==> config.mk <==
export PLATFORM = sky130hd
export DESIGN_NAME = wb_whitebox_monitor
export DESIGN_NICKNAME = d
export VERILOG_FILES = /design/src/rtl/wb_mon_pkg.sv /design/src/rtl/wb_mon_sat_cnt.sv /design/src/rtl/wb_whitebox_monitor.sv
export SDC_FILE = /design/constraint.sdc
export NUM_CORES = 1
export LEC_CHECK = 0
export ABC_CLOCK_PERIOD_IN_PS = 4070
export CORE_UTILIZATION = 41
export CTS_BUF_LIST = sky130_fd_sc_hd__clkbuf_8
export DETAILED_ROUTE_END_ITERATION = 10
export PLACE_DENSITY = 0.71
export SYNTH_ARGS = -nofsm -noshare
export SYNTH_HDL_FRONTEND = slang
export SYNTH_HIERARCHICAL = 1
export SYNTH_SLANG_ARGS = --single-unit
==> constraint.sdc <==
create_clock -name wb_clk_i -period 4.07 [get_ports wb_clk_i]
set_clock_uncertainty 0.15 [all_clocks]
set_input_delay 1.0175 -clock wb_clk_i [delete_from_list [all_inputs] [get_ports wb_clk_i]]
set_output_delay 1.0175 -clock wb_clk_i [all_outputs]
set_load 0.02 [all_outputs]
==> src/rtl/wb_mon_pkg.sv <==
// Shared types and constants for the Wishbone whitebox monitor.
package wb_mon_pkg;

  typedef enum logic [1:0] {
    IDLE  = 2'd0,
    WAIT  = 2'd1,
    BURST = 2'd2
  } mon_state_t;

  localparam logic [2:0] CTI_CLASSIC = 3'b000;
  localparam logic [2:0] CTI_INCR    = 3'b010;
  localparam logic [2:0] CTI_END     = 3'b111;

  localparam int unsigned ERR_W          = 5;
  localparam int unsigned ERR_TIMEOUT    = 0;
  localparam int unsigned ERR_ABANDON    = 1;
  localparam int unsigned ERR_UNSTABLE   = 2;
  localparam int unsigned ERR_SPURIOUS   = 3;
  localparam int unsigned ERR_BURST_ADDR = 4;

endpackage

==> src/rtl/wb_mon_sat_cnt.sv <==
// Saturating up-counter with synchronous clear; clear takes priority over increment.
module wb_mon_sat_cnt #(
  parameter int unsigned W = 16
) (
  input  logic         clk,
  input  logic         rst,
  input  logic         clr,
  input  logic         inc,
  output logic [W-1:0] cnt
);

  always_ff @(posedge clk) begin
    if (rst || clr) begin
      cnt <= '0;
    end else if (inc && (cnt != {W{1'b1}})) begin
      cnt <= cnt + W'(1);
    end
  end

endmodule

==> src/rtl/wb_whitebox_monitor.sv <==
// Passive Wishbone slave-port monitor: beat tracking, ack latency, statistics, sticky errors.
// Define WB_MON_BURST_CHK_EN to enable the linear burst-address check (mon_err_o[4]).
module wb_whitebox_monitor
  import wb_mon_pkg::*;
#(
  parameter  int unsigned AW      = 32,
  parameter  int unsigned DW      = 32,
  parameter  int unsigned SW      = DW / 8,
  parameter  int unsigned CNT_W   = 16,
  parameter  int unsigned TIMEOUT = 256,
  localparam int unsigned LAT_W   = $clog2(TIMEOUT + 1)
) (
  input  logic             wb_clk_i,
  input  logic             wb_rst_i,
  input  logic             wb_cyc_i,
  input  logic             wb_stb_i,
  input  logic             wb_we_i,
  input  logic [AW-1:0]    wb_addr_i,
  input  logic [DW-1:0]    wb_dat_i,
  input  logic [SW-1:0]    wb_sel_i,
  input  logic [2:0]       wb_cti_i,
  input  logic [DW-1:0]    wb_dat_o,
  input  logic             wb_ack_o,
  input  logic             clr_i,
  output logic [CNT_W-1:0] mon_rd_cnt_o,
  output logic [CNT_W-1:0] mon_wr_cnt_o,
  output logic [LAT_W-1:0] mon_lat_last_o,
  output logic [LAT_W-1:0] mon_lat_max_o,
  output logic [ERR_W-1:0] mon_err_o,
  output logic             mon_txn_vld_o,
  output logic             mon_txn_we_o,
  output logic [AW-1:0]    mon_txn_addr_o,
  output logic [DW-1:0]    mon_txn_data_o
);

  mon_state_t       state;
  logic [LAT_W-1:0] lat;
  logic [AW-1:0]    cap_addr;
  logic             cap_we;
  logic [SW-1:0]    cap_sel;

  logic             req;
  logic             beat;
  logic [LAT_W-1:0] cur_lat;
  logic             timeout_hit;
  logic             burst_bad;
  logic [ERR_W-1:0] err_set;

`ifdef WB_MON_BURST_CHK_EN
  // The previous beat's address is still held in the transaction record.
  assign burst_bad = (state == BURST) && beat &&
                     (wb_addr_i != (mon_txn_addr_o + AW'(SW)));
`else
  assign burst_bad = 1'b0;
`endif

  // cur_lat is the latency the current cycle would have if it were the ack cycle.
  always_comb begin
    req         = wb_cyc_i && wb_stb_i;
    beat        = req && wb_ack_o;
    cur_lat     = lat + LAT_W'(1);
    timeout_hit = req && !wb_ack_o && (cur_lat == LAT_W'(TIMEOUT));
    err_set                 = '0;
    err_set[ERR_TIMEOUT]    = timeout_hit;
    err_set[ERR_ABANDON]    = (state == WAIT) && !req;
    err_set[ERR_UNSTABLE]   = (state == WAIT) && req && !wb_ack_o &&
                              ((wb_addr_i != cap_addr) || (wb_we_i != cap_we) ||
                               (wb_sel_i != cap_sel));
    err_set[ERR_SPURIOUS]   = wb_ack_o && !req;
    err_set[ERR_BURST_ADDR] = burst_bad;
  end

  always_ff @(posedge wb_clk_i) begin
    if (wb_rst_i) begin
      state          <= IDLE;
      lat            <= '0;
      cap_addr       <= '0;
      cap_we         <= 1'b0;
      cap_sel        <= '0;
      mon_lat_last_o <= '0;
      mon_lat_max_o  <= '0;
      mon_err_o      <= '0;
      mon_txn_vld_o  <= 1'b0;
      mon_txn_we_o   <= 1'b0;
      mon_txn_addr_o <= '0;
      mon_txn_data_o <= '0;
    end else begin
      mon_txn_vld_o <= beat;
      if (beat) begin
        mon_txn_we_o   <= wb_we_i;
        mon_txn_addr_o <= wb_addr_i;
        mon_txn_data_o <= wb_we_i ? wb_dat_i : wb_dat_o;
      end

      if (clr_i) begin
        mon_lat_last_o <= '0;
        mon_lat_max_o  <= '0;
        mon_err_o      <= '0;
      end else begin
        mon_err_o <= mon_err_o | err_set;
        if (beat) begin
          mon_lat_last_o <= cur_lat;
          if (cur_lat > mon_lat_max_o) mon_lat_max_o <= cur_lat;
        end
      end

      unique case (state)
        IDLE: begin
          if (beat) begin
            lat   <= '0;
            state <= (wb_cti_i == CTI_INCR) ? BURST : IDLE;
          end else if (timeout_hit) begin
            lat <= '0;
          end else if (req) begin
            state    <= WAIT;
            lat      <= cur_lat;
            cap_addr <= wb_addr_i;
            cap_we   <= wb_we_i;
            cap_sel  <= wb_sel_i;
          end
        end
        WAIT: begin
          if (!req || timeout_hit) begin
            state <= IDLE;
            lat   <= '0;
          end else if (beat) begin
            lat   <= '0;
            state <= (wb_cti_i == CTI_INCR) ? BURST : IDLE;
          end else begin
            lat <= cur_lat;
          end
        end
        BURST: begin
          if (!wb_cyc_i || timeout_hit) begin
            state <= IDLE;
            lat   <= '0;
          end else if (beat) begin
            lat   <= '0;
            state <= (wb_cti_i == CTI_END) ? IDLE : BURST;
          end else if (req) begin
            lat <= cur_lat;
          end
        end
        default: begin
          state <= IDLE;
          lat   <= '0;
        end
      endcase
    end
  end

  wb_mon_sat_cnt #(.W(CNT_W)) u_rd_cnt (
    .clk (wb_clk_i),
    .rst (wb_rst_i),
    .clr (clr_i),
    .inc (beat && !wb_we_i),
    .cnt (mon_rd_cnt_o)
  );

  wb_mon_sat_cnt #(.W(CNT_W)) u_wr_cnt (
    .clk (wb_clk_i),
    .rst (wb_rst_i),
    .clr (clr_i),
    .inc (beat && wb_we_i),
    .cnt (mon_wr_cnt_o)
  );

endmodule
==> results.ini, run 1 <==
[finish]
multiInputGateArea_um2=4068
ff_latch_area_um2=3363
postLayoutCellArea_um2=10650
nNetsFinal=1194
fillers=1645
syn2layout_area_growth_pct=37.97
layout_commonest_cell=clkdlybuf4s50_1
diodes=0
final_cell_mix=clkdlybuf4s50_1 (227), dfxtp_1 (168), nor2_1 (124)
drive_gt1_share_pct=6.642

[sta]
drv_slew=0
max_slew_margin_pct=24.91
setup_viol=0
period_share_pct=82.18
setup-tns-final_ns=0
rsz0062_at_grt=no
worst_pin_slew_ns=1.126
fmax_mhz=299.0
fin_crit_ns=3.345
hold_viol_final=0

[synthesis]
synth_cell_types=58
synthFlopType=dfxtp_1
syn_inst=862
syn_nets=985
syn_area_per_cell_um2=8.953
async_flop_share_pct=0
syn-cell-area_um2=7717
synth_edf_count=0
yosys_warnings=6
synth-seq-cells=168
ys_seq_area_share_pct=43.58

[floorplan]
rows=49
die-height_um=139.2
initial_core_util_pct=42.38
core_um2=18210
die_area_um2=19380
io_pins=231
die_width_um=139.2

[clock_tree]
cts_resized=0
cts_root_buf=clkbuf_8
clk_pin_slew_ns=0.09
cts_hold_buffers=0
htreeDepth=4
clk_latency_ns=0.47
clock_path_buffers=2
cts_tree=built
clock_sinks=168
cts_buffers=17
post_cts_buffers=0

[worst_hold_path]
hold_path.class=reg2reg
hold_path.startpoint=mon_err_o[2]$_SDFF_PP0_

[setup_path]
path_max_fanout=10
endpoint=mon_lat_max_o[8]$_SDFFE_PP0P_
worstSetupPathType=reg2reg
cp.buffers_inverters=1
critical_path_depth=12
reg2reg_to=mon_lat_max_o[8]$_SDFFE_PP0P_
crit_family=compound AO/OA/AOI/OAI gates
start_kind=register
cp_cell_sequence=ha_1 -> nand2_1 -> o21a_1 -> or2_2 -> ha_1 -> nand4_1 -> nor2_1 -> a221o_1 -> a31oi_1 -> buf_4 -> mux2i_1 -> nor2_1
crit_slowest_cell=dfxtp_1
r2r_cells=12
cp_data_required_time_ns=4.27
crit_start=lat[0]$_SDFF_PP0_
cpPeakStageDelay_ns=0.49
worstPathArrival_ns=3.54
reg2reg_from=lat[0]$_SDFF_PP0_
r2r_setup_slack_ns=0.73
endpoint_kind=register

[outcome]
status=complete, but fails checks
violations=DRC

[routing]
dr_wl_met3_um=1272
wire_per_inst_um=15.78
drtIter0Drc=405
met2_length_um=10200
top_layer=met4
first_pass_iters=9
vias_per_cell=5.295
vias=6952
drc_errors=12
m1WireLength_um=8993
final_antenna_net_count=0
routed_wl_um=20720

[placed_design]
portBuffers=229
place_congestion=0.8309
dp_hpwl_um=14780
place_area_um2=10170

[global_route]
antenna_found_initial=0
grt_pass1_vias=6549
grt_pass1_wl_um=33620
grt_util_all_layers_pct=21.73
grt_max_degree=108
overflow=0

[power]
ir_drop_v=0.0002026
p_leak_nw=3.832
power_density_nw_per_um2=336.7

[job]
cap_violations=0

## cells in the mapped netlist (2+ instances only)
cell type	n	area, µm²
clkbuf_2	2	10.01
o21ai_0	17	85.08
and4_1	8	70.07
nand4_4	2	42.54
nor2_1	124	465.5
a31oi_1	10	62.56
buf_8	3	45.04
nand3_1	16	80.08
nand4_1	20	125.1
nor3_1	14	70.07
a211oi_1	38	285.3
nor4_2	3	37.54
a21oi_1	63	315.3
a22oi_1	5	37.54
o31ai_1	6	45.04
or4_1	6	45.04
buf_1	5	18.77
ha_1	13	162.7
nor2b_1	3	18.77
clkbuf_1	36	135.1
mux2i_1	76	760.7
and2_1	4	25.02
nor4_1	6	37.54
nand2_1	89	334.1
xnor2_2	2	32.53
a41o_1	8	80.08
inv_1	16	60.06
o211a_1	2	20.02
or4_4	2	22.52
buf_2	2	10.01
or2_2	5	31.28
buf_4	2	15.01
and3_4	2	22.52
o21a_1	3	22.52
xnor2_1	26	227.7
nand3b_1	2	15.01
xor2_1	20	175.2
dfxtp_1	168	3363
or3_1	10	62.56
a32oi_1	2	17.52
o41ai_2	2	32.53
nand4_2	3	37.54
## report_power, final
| group | switching, mW | internal, mW | total [mW] |
|---|---|---|---|
| Sequential | 0.0263 | 1.69 | 1.71 |
| Combinational | 0.212 | 0.226 | 0.438 |
| Clock | 0.671 | 0.764 | 1.43 |
## logic make-up (layout without fill, tap and decap cells)
family / after synthesis / count (layout) / share of synthesized area, %
AOI/OAI and AO/OA: 164 / 164 / 14.25
xor gates and xnor gates: 48 / 48 / 5.642
adders and majority gates: 13 / 13 / 2.108
buffers and inverters: 68 / 290 / 4.004
DFF: 168 / 168 / 43.58
muxes: 76 / 76 / 9.857
other: 1 / 1 / 0.04859
and+or+nand+nor: 324 / 324 / 20.51
## stage by stage
stage / total power, mW / utilization (%) / hold WS [ns] / setup WS (ns) / std cells
global placement: 2.186 / 55.84 / 0.2823 / 0.6454 / 1281
finish: 3.586 / 58.48 / 0.2992 / 0.7253 / 1313
floorplan: 1.964 / - / 0.3234 / 0.7782 / 862
global route: 3.734 / 58.48 / 0.3330 / 0.5454 / 1313
CTS: 3.629 / 58.48 / 0.3006 / 0.6952 / 1313
detailed placement: 2.193 / 55.84 / 0.2892 / 0.5943 / 1281
## area by class of cell
type	instances	share of cell area, %
inverters	17	0.5993
repair buffers	241	22.42
flip-flops and latches	168	31.59
clock inverters	14	2.174
well taps	229	2.691
multi-input cells	626	38.20
clock buffers	18	2.327
## worst min path at each step
stage | endpoint | cells past startpoint | slack (ns)
final | mon_err_o[2]$_SDFF_PP0_ | 2 | 0.30
after global placement | mon_err_o[2]$_SDFF_PP0_ | 2 | 0.28
after detailed placement | mon_err_o[2]$_SDFF_PP0_ | 2 | 0.29
after floorplan | lat[7]$_SDFF_PP0_ | 2 | 0.32
after global routing | mon_txn_we_o$_SDFFE_PP0P_ | 2 | 0.33
after CTS | mon_err_o[2]$_SDFF_PP0_ | 2 | 0.30
## registers in the layout, indices dropped and copies added, names as in the netlist
register	cells
mon_err_o	4
mon_lat_last_o	9
cap_addr	32
u_wr_cnt/cnt	16
mon_txn_data_o	32
mon_lat_max_o	9
mon_txn_vld_o	1
u_rd_cnt/cnt	16
lat	9
mon_txn_we_o	1
cap_we	1
state	2
mon_txn_addr_o	32
cap_sel	4
## worst register-to-register path: stages (launching register included)
cell	delay, ns
dfxtp_1	0.49
ha_1	0.33
nand2_1	0.14
o21a_1	0.23
or2_2	0.34
ha_1	0.30
nand4_1	0.11
nor2_1	0.06
a221o_1	0.34
a31oi_1	0.23
buf_4	0.25
mux2i_1	0.21
nor2_1	0.06
## per-layer routing
metal | track usage (%) | vias to the layer above
met2 | 36.71 | 184
met1 | 26.91 | 3269
met4 | 7.251 | 0
met3 | 5.525 | 15
met5 | 0 | -
li1 | - | 3484
Power figures use the tool's default switching activity.
==> run 2: changes to the inputs <==
--- a/config.mk
+++ b/config.mk
@@ -5,7 +5,7 @@
 export SDC_FILE = /design/constraint.sdc
 export NUM_CORES = 1
 export LEC_CHECK = 0
-export ABC_CLOCK_PERIOD_IN_PS = 4070
+export ABC_CLOCK_PERIOD_IN_PS = 3100
 export CORE_UTILIZATION = 41
 export CTS_BUF_LIST = sky130_fd_sc_hd__clkbuf_8
 export DETAILED_ROUTE_END_ITERATION = 10
==> constraint.sdc (replaced) <==
create_clock -name wb_clk_i -period 3.1 [get_ports wb_clk_i]
set_clock_uncertainty 0.15 [all_clocks]
set_input_delay 0.775 -clock wb_clk_i [delete_from_list [all_inputs] [get_ports wb_clk_i]]
set_output_delay 0.775 -clock wb_clk_i [all_outputs]
set_load 0.02 [all_outputs]
==> results.ini, run 2 (synthesized netlist as in run 1, its figures left out) <==
[floorplan]
die-height_um=139.2  ; unchanged
rows=49  ; unchanged
core_um2=18210  ; unchanged
initial_core_util_pct=42.38  ; unchanged
die_width_um=139.2  ; unchanged
io_pins=231  ; unchanged
die_area_um2=19380  ; unchanged

[worst_hold_path]
hold_path.class=reg2reg

[sta]
hold_slack_ns=0.3017  ; +0.002441 ns
drv_slew=0  ; unchanged
worst_pin_slew_ns=0.6516  ; -0.4748 ns
fin_crit_ns=2.941  ; -0.4038 ns
max_slew_margin_pct=56.20  ; +31 points
hold_viol_final=0  ; unchanged
setup-tns-final_ns=0  ; unchanged
fmax_mhz=340.0  ; +14%
setup_viol=0  ; unchanged
period_share_pct=94.87  ; +13 points

[finish]
largestRegisters=cap_addr: 32 flops, mon_txn_addr_o: 32 flops, mon_txn_data_o: 32 flops
ff_latch_area_um2=3364  ; about the same
multiInputGateArea_um2=4093  ; +0.62%
fillers=1593  ; -3.2%
postLayoutCellArea_um2=10790  ; +1.3%
utilization_pct=59.24  ; +0.76 points
syn2layout_area_growth_pct=39.77
diodes=0  ; unchanged
final_cell_mix=clkdlybuf4s50_1 (227), dfxtp_1 (167), nor2_1 (124)
drive_gt1_share_pct=8.530  ; +1.9 points
nNetsFinal=1213  ; +1.6%
layout_commonest_cell=clkdlybuf4s50_1

[setup_path]
cp_data_required_time_ns=3.28  ; -0.99 ns
worstSetupPathType=reg2reg
path_max_fanout=5  ; -5
worstPathArrival_ns=3.12  ; -0.42 ns
start_kind=register
endpoint_kind=register

[power]
p_leak_nw=3.906  ; +1.9%
combPwrFrac_pct=12.9  ; +0.7 points
ir_drop_v=0.0002617  ; +29%
seqPwrFrac_pct=49.6  ; +1.8 points
power_density_nw_per_um2=420.3  ; +25%
power.switching_mw=1.141  ; +26%
internal_power_mw=3.393  ; +27%
swShare_pct=25.18  ; -0.16 points
pwr-share-clk_pct=37.5  ; -2.5 points
p_total_mw=4.534  ; +26%

[clock_tree]
clk_pin_slew_ns=0.09  ; about the same
cts_buffers=17  ; unchanged
cts_tree=built
clk_latency_ns=0.44  ; -0.03 ns
clock_sinks=168  ; unchanged
clock_path_buffers=2  ; unchanged
htreeDepth=4  ; unchanged
cts_root_buf=clkbuf_8

[routing]
drc_errors=12  ; unchanged
wire_per_inst_um=15.63  ; -0.99%
drtIter0Drc=414  ; +2.2%
routed_wl_um=20800  ; +0.37%
vias=6919  ; -0.47%
vias_per_cell=5.198  ; -1.8%
final_antenna_net_count=0  ; unchanged
first_pass_iters=10  ; +1

[job]
cap_violations=0  ; unchanged

[placed_design]
dp_hpwl_um=15050  ; +1.8%
place_area_um2=10310  ; +1.4%
portBuffers=229  ; unchanged
place_congestion=0.8526  ; +2.6%

[global_route]
grt_max_degree=108  ; unchanged
grt_pass1_wl_um=34050  ; +1.3%
overflow=0  ; unchanged
antenna_found_initial=0  ; unchanged
grt_pass1_vias=6543  ; -0.092%
grt_util_all_layers_pct=21.86  ; +0.12 points

[outcome]
status=complete, but fails checks
violations=DRC

run 2: timing repair:
| item | 4_1_cts | 5_1_grt |
|---|---|---|
| gates resized for setup | 0 | 10 |
| setup buffers | 0 | 1 |
| hold buffers | 0 | 0 |
| setup endpoints to repair | 0 | 9 |
| hold endpoints to repair | 0 | 0 |
run 2: metal layers:
metal  vias up  GRT usage, %  routed length [µm]
met5         -             0                   0
met4         0         4.854                 129
met3        15         5.387                1135
met2       163         36.39               10090
met1      3232         28.49                9441
li1       3509             -                   -
run 2: path summary, 6_finish.rpt:
check	startpoint	end	slack, ns	depth (start not counted)
setup / recovery	lat[1]$_SDFF_PP0_	mon_lat_max_o[7]$_SDFFE_PP0P_	0.16	12
hold / removal	mon_err_o[2]$_SDFF_PP0_	mon_err_o[2]$_SDFF_PP0_	0.30	2
setup reg to reg	lat[1]$_SDFF_PP0_	mon_lat_max_o[7]$_SDFFE_PP0P_	0.16	12
hold reg to reg	mon_err_o[2]$_SDFF_PP0_	mon_err_o[2]$_SDFF_PP0_	0.30	2
run 2: power groups by stage:
stage,sequential (mW),combinational [mW],clock (mW)
floorplan,2.34,0.236,0
global placement,2.30,0.581,0
detailed placement,2.30,0.587,0
CTS,2.25,0.589,1.75
global route,2.26,0.635,1.85
finish,2.25,0.586,1.70
run 2: per-stage QoR:
stage                     std cells  setup WS, ns
after floorplan                 862       0.03276
after global placement         1298       0.02448
after detailed placement       1298      -0.03614
after CTS                      1329        0.1150
after global routing           1331      -0.01735
final                          1331        0.1591
run 2: worst max-delay path, stage by stage, from the launching register on:
cell,delay [ns]
dfxtp_2,0.37
ha_1,0.18
nand2_1,0.09
o21a_1,0.22
or2_2,0.35
ha_1,0.30
nand4_1,0.11
nor2_1,0.06
a221o_1,0.39
a31oi_4,0.19
buf_4,0.19
mux2i_1,0.19
nor2_1,0.05
run 2: cell type report:
cell class	count	share of cell area [%]
timing repair buffer	260	23.61
tap	229	2.656
multi-input combinational	626	37.94
inverter	17	0.5916
clock inverter	11	1.462
clock buffer	20	2.552
sequential	168	31.19
